<file path="src/rtl/alu_fu.sv">
// ---------------------------------------------------------------------------
// alu_fu : pipelined integer ALU functional unit for the out-of-order back end
//
// Accepts one issued micro-op per cycle from the reservation station, computes
// one of ten integer operations and hands the result, its ROB tag and
// zero/sign flags to the CDB arbiter after STAGES cycles.  A plain
// valid/ready handshake on both sides gives full back-pressure, and a flush
// input kills everything in flight.
//
// Parameters
//   XLEN    operand/result width (8..64, power of two)
//   TAG_W   ROB tag width
//   STAGES  pipeline depth (1..4)
//
// Ports
//   clk, reset      clock; synchronous active-high reset
//   flush           kill all in-flight ops and the op offered this cycle
//   in_valid/ready  issue handshake from the reservation station
//   in_rs1/rs2/imm  operand A, register operand B, immediate operand B
//   in_alu_src      1 selects in_imm as operand B, 0 selects in_rs2
//   in_alu_ctrl     4-bit op select
//   in_tag          ROB tag travelling with the op
//   out_valid/ready result handshake towards the CDB arbiter
//   out_result      result, with out_zero / out_sign flags
//   out_tag         ROB tag of the result
//   out_illegal     the op select was not a defined encoding
//   perf_ops        delivered-op counter
//   perf_stall      back-pressure cycle counter
//
// Configuration
//   ALU_FU_PERF_EN  when defined, perf_ops/perf_stall are live 32-bit
//                   wrapping counters; otherwise they are tied to zero.
// ---------------------------------------------------------------------------
module alu_fu #(
  parameter int XLEN   = 32,
  parameter int TAG_W  = 6,
  parameter int STAGES = 2
) (
  input  logic             clk,
  input  logic             reset,
  input  logic             flush,
  input  logic             in_valid,
  output logic             in_ready,
  input  logic [XLEN-1:0]  in_rs1,
  input  logic [XLEN-1:0]  in_rs2,
  input  logic [XLEN-1:0]  in_imm,
  input  logic             in_alu_src,
  input  logic [3:0]       in_alu_ctrl,
  input  logic [TAG_W-1:0] in_tag,
  output logic             out_valid,
  input  logic             out_ready,
  output logic [XLEN-1:0]  out_result,
  output logic [TAG_W-1:0] out_tag,
  output logic             out_zero,
  output logic             out_sign,
  output logic             out_illegal,
  output logic [31:0]      perf_ops,
  output logic [31:0]      perf_stall
);

  localparam int SHW = $clog2(XLEN);

  typedef enum logic [3:0] {
    OP_AND  = 4'b0000,
    OP_OR   = 4'b0001,
    OP_ADD  = 4'b0010,
    OP_XOR  = 4'b0011,
    OP_SLL  = 4'b0100,
    OP_SRL  = 4'b0101,
    OP_SUB  = 4'b0110,
    OP_SLT  = 4'b0111,
    OP_SLTU = 4'b1000,
    OP_SRA  = 4'b1110
  } alu_op_e;

  // Bit 0 is stage 1 (operand registers), bit STAGES-1 is the output stage.
  logic [STAGES-1:0] stage_valid;
  logic [STAGES-1:0] stage_adv;

  // Stage-1 registers
  logic             s1_valid;
  logic [XLEN-1:0]  s1_a;
  logic [XLEN-1:0]  s1_b;
  logic [3:0]       s1_op;
  logic [TAG_W-1:0] s1_tag;

  // Combinational compute from stage 1
  logic [XLEN-1:0]  alu_res;
  logic             alu_ill;
  logic             alu_zero;
  logic             alu_sign;
  logic [SHW-1:0]   shamt;
  logic [XLEN-1:0]  op_b;

  // A stage may load whenever some stage at or below it (towards the output)
  // has room, or the CDB is taking the last result this cycle.  Written as a
  // running AND of occupancy so that out_ready reaches in_ready through pure
  // combinational logic and a full pipe still streams one op per cycle.
  always_comb begin
    logic all_full;
    all_full  = 1'b1;
    stage_adv = '0;
    for (int i = STAGES - 1; i >= 0; i--) begin
      all_full     = all_full & stage_valid[i];
      stage_adv[i] = out_ready | ~all_full;
    end
  end

  assign in_ready = stage_adv[0];
  assign op_b     = in_alu_src ? in_imm : in_rs2;

  // Stage 1 captures operand A, the already-muxed operand B, op and tag.
  // Flush wins over a new capture, so an op offered in the flush cycle is
  // dropped even though in_ready may still read high.
  always_ff @(posedge clk) begin
    if (reset) begin
      s1_valid <= 1'b0;
      s1_a     <= '0;
      s1_b     <= '0;
      s1_op    <= OP_AND;
      s1_tag   <= '0;
    end else begin
      if (flush) begin
        s1_valid <= 1'b0;
      end else if (stage_adv[0]) begin
        s1_valid <= in_valid;
      end
      if (stage_adv[0] && in_valid) begin
        s1_a   <= in_rs1;
        s1_b   <= op_b;
        s1_op  <= in_alu_ctrl;
        s1_tag <= in_tag;
      end
    end
  end

  assign shamt = s1_b[SHW-1:0];

  // The ALU proper.  Undefined encodings pass operand A through and raise the
  // illegal flag so the ROB can raise the exception at commit.
  always_comb begin
    alu_res = s1_a;
    alu_ill = 1'b0;
    case (s1_op)
      OP_AND:  alu_res = s1_a & s1_b;
      OP_OR:   alu_res = s1_a | s1_b;
      OP_ADD:  alu_res = s1_a + s1_b;
      OP_XOR:  alu_res = s1_a ^ s1_b;
      OP_SLL:  alu_res = s1_a << shamt;
      OP_SRL:  alu_res = s1_a >> shamt;
      OP_SUB:  alu_res = s1_a - s1_b;
      OP_SLT:  alu_res = {{(XLEN-1){1'b0}}, ($signed(s1_a) < $signed(s1_b))};
      OP_SLTU: alu_res = {{(XLEN-1){1'b0}}, (s1_a < s1_b)};
      OP_SRA:  alu_res = XLEN'($signed(s1_a) >>> shamt);
      default: begin
        alu_res = s1_a;
        alu_ill = 1'b1;
      end
    endcase
  end

  assign alu_zero = (alu_res == '0);
  assign alu_sign = alu_res[XLEN-1];

  generate
    if (STAGES == 1) begin : g_single
      // Output stage is stage 1 itself; the compute result is shown directly.
      // Data outputs are qualified by valid so that the idle/reset view is an
      // all-zero bundle rather than the flags of the cleared operands.
      assign stage_valid = s1_valid;
      assign out_valid   = s1_valid;
      assign out_result  = s1_valid ? alu_res : '0;
      assign out_tag     = s1_valid ? s1_tag  : '0;
      assign out_zero    = s1_valid & alu_zero;
      assign out_sign    = s1_valid & alu_sign;
      assign out_illegal = s1_valid & alu_ill;
    end else begin : g_pipe
      localparam int N = STAGES - 1;

      logic [XLEN-1:0]  res_q   [N];
      logic [TAG_W-1:0] tag_q   [N];
      logic [N-1:0]     vld_q;
      logic [N-1:0]     zero_q;
      logic [N-1:0]     sign_q;
      logic [N-1:0]     ill_q;

      logic [XLEN-1:0]  src_res [N];
      logic [TAG_W-1:0] src_tag [N];
      logic [N-1:0]     src_vld;
      logic [N-1:0]     src_zero;
      logic [N-1:0]     src_sign;
      logic [N-1:0]     src_ill;

      // Each copy stage loads from its predecessor: the first one from the
      // compute logic, the rest from the copy stage just before it.
      always_comb begin
        src_res[0]  = alu_res;
        src_tag[0]  = s1_tag;
        src_vld[0]  = s1_valid;
        src_zero[0] = alu_zero;
        src_sign[0] = alu_sign;
        src_ill[0]  = alu_ill;
        for (int k = 1; k < N; k++) begin
          src_res[k]  = res_q[k-1];
          src_tag[k]  = tag_q[k-1];
          src_vld[k]  = vld_q[k-1];
          src_zero[k] = zero_q[k-1];
          src_sign[k] = sign_q[k-1];
          src_ill[k]  = ill_q[k-1];
        end
      end

      // Copy-stage registers.  Data moves only when the stage advances, which
      // keeps the output stage frozen while the CDB stalls.  Flush clears the
      // valids only; stale data is harmless because outputs are qualified.
      always_ff @(posedge clk) begin
        if (reset) begin
          vld_q  <= '0;
          zero_q <= '0;
          sign_q <= '0;
          ill_q  <= '0;
          for (int k = 0; k < N; k++) begin
            res_q[k] <= '0;
            tag_q[k] <= '0;
          end
        end else begin
          for (int k = 0; k < N; k++) begin
            if (stage_adv[k+1]) begin
              vld_q[k]  <= src_vld[k];
              res_q[k]  <= src_res[k];
              tag_q[k]  <= src_tag[k];
              zero_q[k] <= src_zero[k];
              sign_q[k] <= src_sign[k];
              ill_q[k]  <= src_ill[k];
            end
          end
          if (flush) begin
            vld_q <= '0;
          end
        end
      end

      assign stage_valid = {vld_q, s1_valid};
      assign out_valid   = vld_q[N-1];
      assign out_result  = vld_q[N-1] ? res_q[N-1] : '0;
      assign out_tag     = vld_q[N-1] ? tag_q[N-1] : '0;
      assign out_zero    = vld_q[N-1] & zero_q[N-1];
      assign out_sign    = vld_q[N-1] & sign_q[N-1];
      assign out_illegal = vld_q[N-1] & ill_q[N-1];
    end
  endgenerate

`ifdef ALU_FU_PERF_EN
  logic [31:0] perf_ops_q;
  logic [31:0] perf_stall_q;

  // Delivered ops and CDB stall cycles; both wrap and survive a flush.
  always_ff @(posedge clk) begin
    if (reset) begin
      perf_ops_q   <= '0;
      perf_stall_q <= '0;
    end else begin
      if (out_valid && out_ready) begin
        perf_ops_q <= perf_ops_q + 32'd1;
      end
      if (out_valid && !out_ready) begin
        perf_stall_q <= perf_stall_q + 32'd1;
      end
    end
  end

  assign perf_ops   = perf_ops_q;
  assign perf_stall = perf_stall_q;
`else
  assign perf_ops   = '0;
  assign perf_stall = '0;
`endif

endmodule

</file>
<file path="config.mk">
export PLATFORM = sky130hd
export DESIGN_NAME = alu_fu
export DESIGN_NICKNAME = d
export VERILOG_FILES = /design/src/rtl/alu_fu.sv
export SDC_FILE = /design/constraint.sdc
export NUM_CORES = 1
export LEC_CHECK = 0
export CELL_PAD_IN_SITES_DETAIL_PLACEMENT = 0
export CELL_PAD_IN_SITES_GLOBAL_PLACEMENT = 1
export CORE_ASPECT_RATIO = 0.75
export CORE_UTILIZATION = 25
export DETAILED_ROUTE_END_ITERATION = 12
export MAX_ROUTING_LAYER = met4
export PLACE_DENSITY = 0.59
export SLEW_MARGIN = 20
export SYNTH_ARGS = -nofsm -noshare
export SYNTH_HDL_FRONTEND = slang
export SYNTH_SLANG_ARGS = --single-unit
</file>
<file path="constraint.sdc">
create_clock -name clk -period 6.8 [get_ports clk]
set_clock_uncertainty 0.15 [all_clocks]
set_input_delay 1.36 -clock clk [delete_from_list [all_inputs] [get_ports clk]]
set_output_delay 1.36 -clock clk [all_outputs]
set_load 0.005 [all_outputs]
</file>
-- Word level (Yosys, flattened, before mapping)
Memories as Yosys holds them, arrays and structs flattened.
Cells that the tools add are included.
Widths: inputs -> output; s select.
- register bits after elaboration: 79
- bits in writable memories: 38
- bits of input ports: 112
- output and inout port bits: 107
- word-level logic and storage cells: 59
- memories kept: 2
- memories (memory ; depth ; bits a word ; read ports ; clocked after memory_dff ; write ports ; RTL line ; RTL):
    g_pipe.res_q ; 1 ; 32 ; 1 ; 0 ; 1 ; 180 ; logic [XLEN-1:0] res_q [N];
    g_pipe.tag_q ; 1 ; 6 ; 1 ; 0 ; 1 ; 181 ; logic [TAG_W-1:0] tag_q [N];
- add/subtract/negate cells: 2
- $lt $le $gt $ge: 2
- equality and inequality tests: 9
- shift operators: 3
- multiplexer cells: 14
- bitwise logic cells: 11
- reductions and logical operators: 7
- operator list (cell ; number):
    $pmux 32 s10 ; 1
    $mux 32 ; 3
    $lt 32x32->1 ; 2
    $add 32x32->32 ; 1
    $and 32x32->32 ; 1
    $logic_not 32->1 ; 1
    $or 32x32->32 ; 1
    $reduce_or 32->1 ; 1
    $shl 32x5->32 ; 1
    $shr 32x5->32 ; 1
    $sshr 32x5->32 ; 1
    $sub 32x32->32 ; 1
    $xor 32x32->32 ; 1
    $eq 4x3->1 const B ; 4
    $mux 6 ; 2
    $reduce_or 10->1 ; 1
    $eq 4x2->1 const B ; 2
    $eq 4x4->1 const B ; 2
    $mux 1 ; 8
    $reduce_or 6->1 ; 1
    $and 1x1->1 ; 4
    $eq 4x1->1 const B ; 1
    $logic_not 4->1 ; 1
    $not 1->1 ; 2
    3 further kinds ; 4

-- Longest topological paths before layout
Gate-level depths: netlist of the first run.
- word-level depth: 7
- mapped depth: 17
- gate-level depth less buffers: 14

-- Worst setup path after synthesis of the first run
Ideal clock, no wire load.
- path type: register -> register
- start: register s1_b[3]
- end: register g_pipe.zero_q
- setup time: 0.084 ns
- arrival time: 4.618 ns
- data required time: 6.566 ns
- setup slack: 1.948 ns
- stages on the path, launching flop included: 17
- path buffers: 4
- period minus slack after synthesis: 4.852 ns
- path through: dfxtp_1 > clkbuf_1 > inv_1 > buf_1 > clkbuf_1 > ha_1 > clkbuf_1 > or4_1 > a211oi_1 > o21ai_1 > a31oi_1 > o32a_1 > a31oi_1 > a221o_1 > or4_1 > or4_1 > o31ai_2
- cells in the longest elaborated chain, start to end: 3
- elaborated cells between the ends (all ways): 12
- RTL lines (item ; RTL line ; RTL):
    start, declared ; 83 ; logic [XLEN-1:0] s1_b;
    start signal, assigned ; 130 ; s1_b <= op_b;
    $sub 32x32->32, or another cell as far along ; 151 ; OP_SUB: alu_res = s1_a - s1_b;
    $pmux 32 s10 * ; 144 ; case (s1_op)
    $logic_not 32->1 * ; 162 ; assign alu_zero = (alu_res == '0);
    end signal, assigned by index ; 232 ; zero_q[k] <= src_zero[k];
    end, declared ; 183 ; logic [N-1:0] zero_q;
Every way passes the cells marked *; elsewhere a longest branch is shown, timed or not.
A chain may end at the register's enable or synchronous reset.

-- Worst setup path in the final report of the first run
- start: register s1_b[0]
- end: register g_pipe.zero_q
Same word-level chain as after synthesis.

==> results.json, run 1 <==
{
  "outcome": "finished, final reports clean",
  "syn-cell-area_um2": 15900,
  "drc": 0,
  "netlist_instances": 2107,
  "fin_crit_sh_pct": 83.9,
  "synth_edf_count": 38,
  "cp_max_fo": 52,
  "max_freq_mhz": 175,
  "core_area_um2": 62400,
  "post_cts_buffers": 0,
  "seq_area_um2": 2740,
  "die_w_um": 293,
  "clk_pin_slew_ns": 0.08,
  "portBuffers": 154,
  "rsz0062_at_grt": "false",
  "cp_cell_sequence": "buf_4 > nand2b_1 > o22ai_1 > a21oi_1 > nand2_1 > o21ai_0 > a2111oi_1 > buf_4 > a31oi_1 > a211o_1 > or4_1 > or4_1 > o31ai_2",
  "postSynthAreaPerCell_um2": 7.53,
  "grt_remaining_overflow": 0,
  "power_density_nw_per_um2": 173,
  "p_clk_share_pct": 32.6,
  "pwr-share-seq_pct": 25.9,
  "clock_sinks": 117,
  "ant_nets": 0,
  "gp_congestion": 1.06,
  "grt_pass1_vias": 16700,
  "drt_first_pass_iters": 8,
  "slew-limit-headroom_pct": 10.1,
  "grtUsageTotal_pct": 29.1,
  "area_growth_pct": 18.3,
  "die_h_um": 220,
  "synthTopCellsByCount": "nand2_1 (215), nor2_1 (199), a21oi_1 (171)",
  "cts-root-buf": "clkbuf_16",
  "yosys.area.top_type": "dfxtp_1",
  "cts_tree": "built",
  "antenna_found_initial": 4,
  "place_area_um2": 18100,
  "clockBufferDepth": 2,
  "min_path_type": "reg2reg",
  "initial_utilization_pct": 25.4,
  "power.leakage_nw": 7.11,
  "share_comb_of_total_power_pct": 41.5,
  "pin_count": 219,
  "routed_wl_um": 92100,
  "final_nets": 2386,
  "ys.flop_type": "dfxtp_1",
  "p_int_mw": 1.85,
  "multi_input_area_um2": 11700,
  "synth_cell_types": 98,
  "fin_total_pwr_mw": 3.24,
  "ys_seq_elements": 117,
  "grt_pass1_wl_um": 130000,
  "post-route-util_pct": 30.1,
  "required_ns": 7.04,
  "clk_latency_ns": 0.48,
  "grt_max_degree": 103,
  "final.setup.tns_ns": 0,
  "num-fill-cells": 6757,
  "vdd_ir_drop_max_v": 0.000173,
  "setup_violations": 0,
  "synth_top_area_share_pct": 9.97,
  "yosysWarnings": 0,
  "dp_hpwl_um": 72800,
  "reg2reg_slack_ns": 1.10,
  "tightest_slew_ns": 1.34,
  "worstSetupEndpointType": "flip-flop",
  "synthArstFlopShare_pct": 0,
  "period_minus_slack_ns": 5.70,
  "wl_per_cell_um": 30.3,
  "hold_buffers": 0,
  "switching_share_pct": 42.9,
  "vias": 17900,
  "final_area_um2": 18800,
  "htreeDepth": 4,
  "switchingPower_mw": 1.39,
  "slew_viol_final": 0,
  "synth_most_common_cell": "nand2_1",
  "cts_buffers": 17,
  "worst_slack_ns": 1.10,
  "drive_above_1_share_pct": 10.6,
  "drt-initial-drc-count": 2336,
  "hold_viol": 0,
  "maxCapViolCount": 0,
  "cpMaxStageDelayCell": "a2111oi_1",
  "ys_seq_area_share_pct": 17.2,
  "synthTopCellsByArea": "dfxtp_1 (10%), ha_1 (7.7%), mux4_2 (7.2%), edfxtp_1 (7.2%), mux2i_1 (5.6%)",
  "cp.arrival_ns": 5.94,
  "slowest_delay_ns": 0.83,
  "rows": 79,
  "die-area_um2": 64500,
  "avgViaCountPerCell": 5.89,
  "path_class": "reg2reg",
  "start_kind": "flip-flop",
  "cts_resized": 0,
  "pre_cts_slack_ns": 1.28
}
[cell families after synthesis]
group                    count (synthesis)  synth area share (%)
other                                    1                0.0236
buffers and inverters                  356                  10.6
AO/OA/AOI/OAI                          622                  26.5
flip-flops                             117                  17.2
adder cells (fa/ha/maj)                100                  7.98
multiplexers                           166                  14.8
AND/OR/NAND/NOR                        731                  22.1
XOR/XNOR                                14                 0.773
[flip-flops by register name, summed over array words and instances, names as in the netlist]
name,count
g_pipe.src_vld,1
s1_op,4
g_pipe.src_tag,6
g_pipe.zero_q,1
s1_a,32
s1_b,32
g_pipe.sign_q,1
g_pipe.ill_q,1
g_pipe.res_q,32
out_valid,1
g_pipe.tag_q,6
[placed cells by master, fill, tap and decap left out, types with 23 or more instances in the layout]
master / instances
a211oi_1: 57
a21oi_1: 171
a31oi_1: 23
and2_1: 71
buf_4: 81
clkdlybuf4s50_1: 152
conb_1: 64
dfxtp_1: 73
edfxtp_1: 38
ha_1: 98
inv_1: 101
mux2i_1: 88
mux4_2: 51
nand2_1: 214
nand3_1: 30
nor2_1: 199
nor2b_1: 26
nor3_1: 49
nor4_1: 26
o211ai_1: 34
o21ai_0: 88
o22ai_1: 28
[per-layer routing]
metal  vias to the layer above  wire [um]  part of all wire [%]  GRT usage (%)
met5                         -          0                     0              -
met4                         0       1740                   1.9           6.07
met3                       116       8630                   9.4           5.66
met2                       992      36500                    40           38.9
met1                      8978      45300                    49           44.0
li1                       7805          -                     -              -
[critical path, delay by kind of cell, from the launching register on]
kind | cells | cell delay (ns)
AOI/OAI and AO/OA | 7 | 2.18
buffers and inverters | 2 | 0.72
DFF | 1 | 0.81
and+or+nand+nor | 4 | 1.71
[worst paths after layout]
check             cells after the start              start                end
setup / recovery                     13            s1_b[0]      g_pipe.zero_q
setup reg to reg                     13            s1_b[0]      g_pipe.zero_q
hold / removal                        2  g_pipe.src_tag[2]  g_pipe.src_tag[2]
hold reg to reg                       2  g_pipe.src_tag[2]  g_pipe.src_tag[2]
[final cells by class]
class                   count  area share, %
diodes                      1         0.0133
clock buffers              17           2.27
clock inverters            15           1.15
inverters                 104           2.08
multi-input cells        1697           62.6
flip-flops and latches    117           14.6
well taps                 850           5.67
repair buffers            237           11.6
[power by group through the flow]
stage,Sequential [mW],Clock [mW],Combinational (mW)
2_1_floorplan,0.811,0,0.812
3_3_place_gp,0.851,0,1.30
3_5_place_dp,0.853,0,1.29
4_1_cts,0.837,1.07,1.29
5_1_grt,0.844,1.10,1.41
6_report,0.839,1.06,1.34
[through the flow]
step | cells | hold slack (ns)
6_report | 3038 | 0.299
5_1_grt | 3038 | 0.331
4_1_cts | 3037 | 0.304
3_5_place_dp | 3005 | 0.295
3_3_place_gp | 3005 | 0.290
2_1_floorplan | 2170 | 0.282
(Power assumes the default switching activity.)
==> inputs of run 2 (changes only) <==
clock period = 5.8 ns   (was 6.8 ns; I/O delays follow)
==> run 2 against run 1 <==
Non-clock buffer count up 59. Global-route usage increased by 0.29 points. Wire length up 1.2%. Largest power group unchanged. Clock-buffer cell count up 1. Core utilization up 0.78 points. Final area up 2.6%. Critical path depth down 2.
==> results.json, run 2 (synthesis gave the netlist of run 1 again) <==
{
  "start_kind": "flip-flop",
  "final_nets": 2445,
  "path_class": "reg2reg",
  "area_growth_pct": 21.3,
  "die_w_um": 293,
  "grt_pass1_vias": 16900,
  "wl_per_cell_um": 30.1,
  "final_area_um2": 19200,
  "slowest_delay_ns": 1.14,
  "routed_wl_um": 93200,
  "place_area_um2": 18600,
  "maxCapViolCount": 0,
  "cts_resized": 0,
  "hold_buffers": 0,
  "grtUsageTotal_pct": 29.4,
  "min_path_type": "reg2reg",
  "grt_remaining_overflow": 0,
  "num-fill-cells": 6819,
  "portBuffers": 154,
  "cts_tree": "built",
  "layout_common_cells": "nand2_1 (214), nor2_1 (199), a21oi_1 (171)",
  "clk_pin_slew_ns": 0.07,
  "fin_cells": 3098,
  "die_h_um": 220,
  "setup_violations": 0,
  "clock_sinks": 117,
  "layout_commonest_cell": "nand2_1",
  "rows": 79,
  "fin_total_pwr_mw": 3.81,
  "slew-limit-headroom_pct": 13.0,
  "htreeDepth": 4,
  "vias": 18200,
  "ant_nets": 0,
  "fin_crit_sh_pct": 96.6,
  "r2r_start": "s1_b[1]",
  "drt_first_pass_iters": 6,
  "slew_viol_final": 0,
  "post_cts_buffers": 0,
  "avgViaCountPerCell": 5.88,
  "placed_cells": 3064,
  "power.leakage_nw": 7.40,
  "drc": 0,
  "cts_buffers": 17,
  "clockBufferDepth": 2,
  "cp_cell_sequence": "buf_4 > mux2_4 > a222oi_1 > o21ai_0 > a2111oi_1 > buf_4 > a31oi_1 > a211o_1 > or4_1 > or4_1 > o31ai_2",
  "hold_viol": 0,
  "cpMaxStageDelayCell": "a2111oi_1",
  "cts-root-buf": "clkbuf_16",
  "worstSetupEndpointType": "flip-flop",
  "largestRegisters": "g_pipe.res_q x32, s1_a x32, s1_b x32",
  "period_minus_slack_ns": 5.60,
  "clk_latency_ns": 0.51,
  "grt_pass1_wl_um": 131000,
  "grt_max_degree": 72,
  "timing.hold.ws_ns": 0.302,
  "gp_congestion": 1.06,
  "vdd_ir_drop_max_v": 0.000217,
  "final.setup.tns_ns": 0,
  "required_ns": 6.05,
  "antenna_found_initial": 3,
  "max_freq_mhz": 179,
  "dp_hpwl_um": 74100,
  "die-area_um2": 64500,
  "crit_buf_inv": 2,
  "cp_top_family": "compound AO/OA/AOI/OAI gates",
  "cp_max_fo": 27,
  "hold_start": "g_pipe.src_tag[4]",
  "drt-initial-drc-count": 2437,
  "pin_count": 219,
  "drive_above_1_share_pct": 12.9,
  "outcome": "finished, final reports clean",
  "power_density_nw_per_um2": 198,
  "crit_start": "s1_b[1]",
  "core_area_um2": 62400,
  "tightest_slew_ns": 1.29,
  "cp.arrival_ns": 5.86,
  "rsz0062_at_grt": "false",
  "initial_utilization_pct": 25.4
}
run 2: changes by cell type in the layout (fill, tap and decap cells not counted), moves of 2 or more:
cell,previous run,this run
buf_4,81,134
buf_12,2,8
inv_6,6,4
clkinv_4,2,5
bufinv_16,4,2
run 2: area by class of cell:
| cell class | instances | area (um2) | area share [%] |
|---|---|---|---|
| Timing Repair Buffer | 296 | 2700 | 14.0 |
| Multi-Input combinational cell | 1697 | 11700 | 61.0 |
| Inverter | 104 | 390 | 2.03 |
| Tap cell | 850 | 1060 | 5.53 |
| Clock inverter | 14 | 165 | 0.858 |
| Antenna cell | 2 | 5.00 | 0.0260 |
| Sequential cell | 117 | 2740 | 14.2 |
| Clock buffer | 18 | 450 | 2.34 |
run 2: per-stage QoR:
step	util [%]	setup WS, ns
final	30.9	0.198
after global routing	30.9	0.177
after CTS	30.8	0.378
after detailed placement	29.9	0.423
after global placement	29.9	0.451
after floorplan	-	0.948
run 2: worst paths after layout:
kind,end,slack (ns),cells past startpoint
worst max-delay path,g_pipe.zero_q,0.20,11
worst min-delay path,g_pipe.src_tag[4],0.30,2
worst max register to register,g_pipe.zero_q,0.20,11
worst min register to register,g_pipe.src_tag[4],0.30,2
run 2: power breakdown:
| group | switching, mW | internal, mW |
|---|---|---|
| sequential | 0.0753 | 0.907 |
| combinational | 1.06 | 0.582 |
| clock | 0.521 | 0.668 |
run 2: tightest hold or removal path: cells and delay by family, from the launching register on:
| family | cells | cell delay (ns) |
|---|---|---|
| flops | 1 | 0.31 |
| simple gates | 1 | 0.05 |
| compound gates | 1 | 0.05 |
run 2: routing by layer:
metal / vias up / part of all wire [%] / global-route usage, %
li1: 7915 / - / -
met5: - / 0 / -
met4: 0 / 1.7 / 5.78
met3: 97 / 9.2 / 6.18
met2: 1004 / 40 / 39.7
met1: 9187 / 49 / 43.9
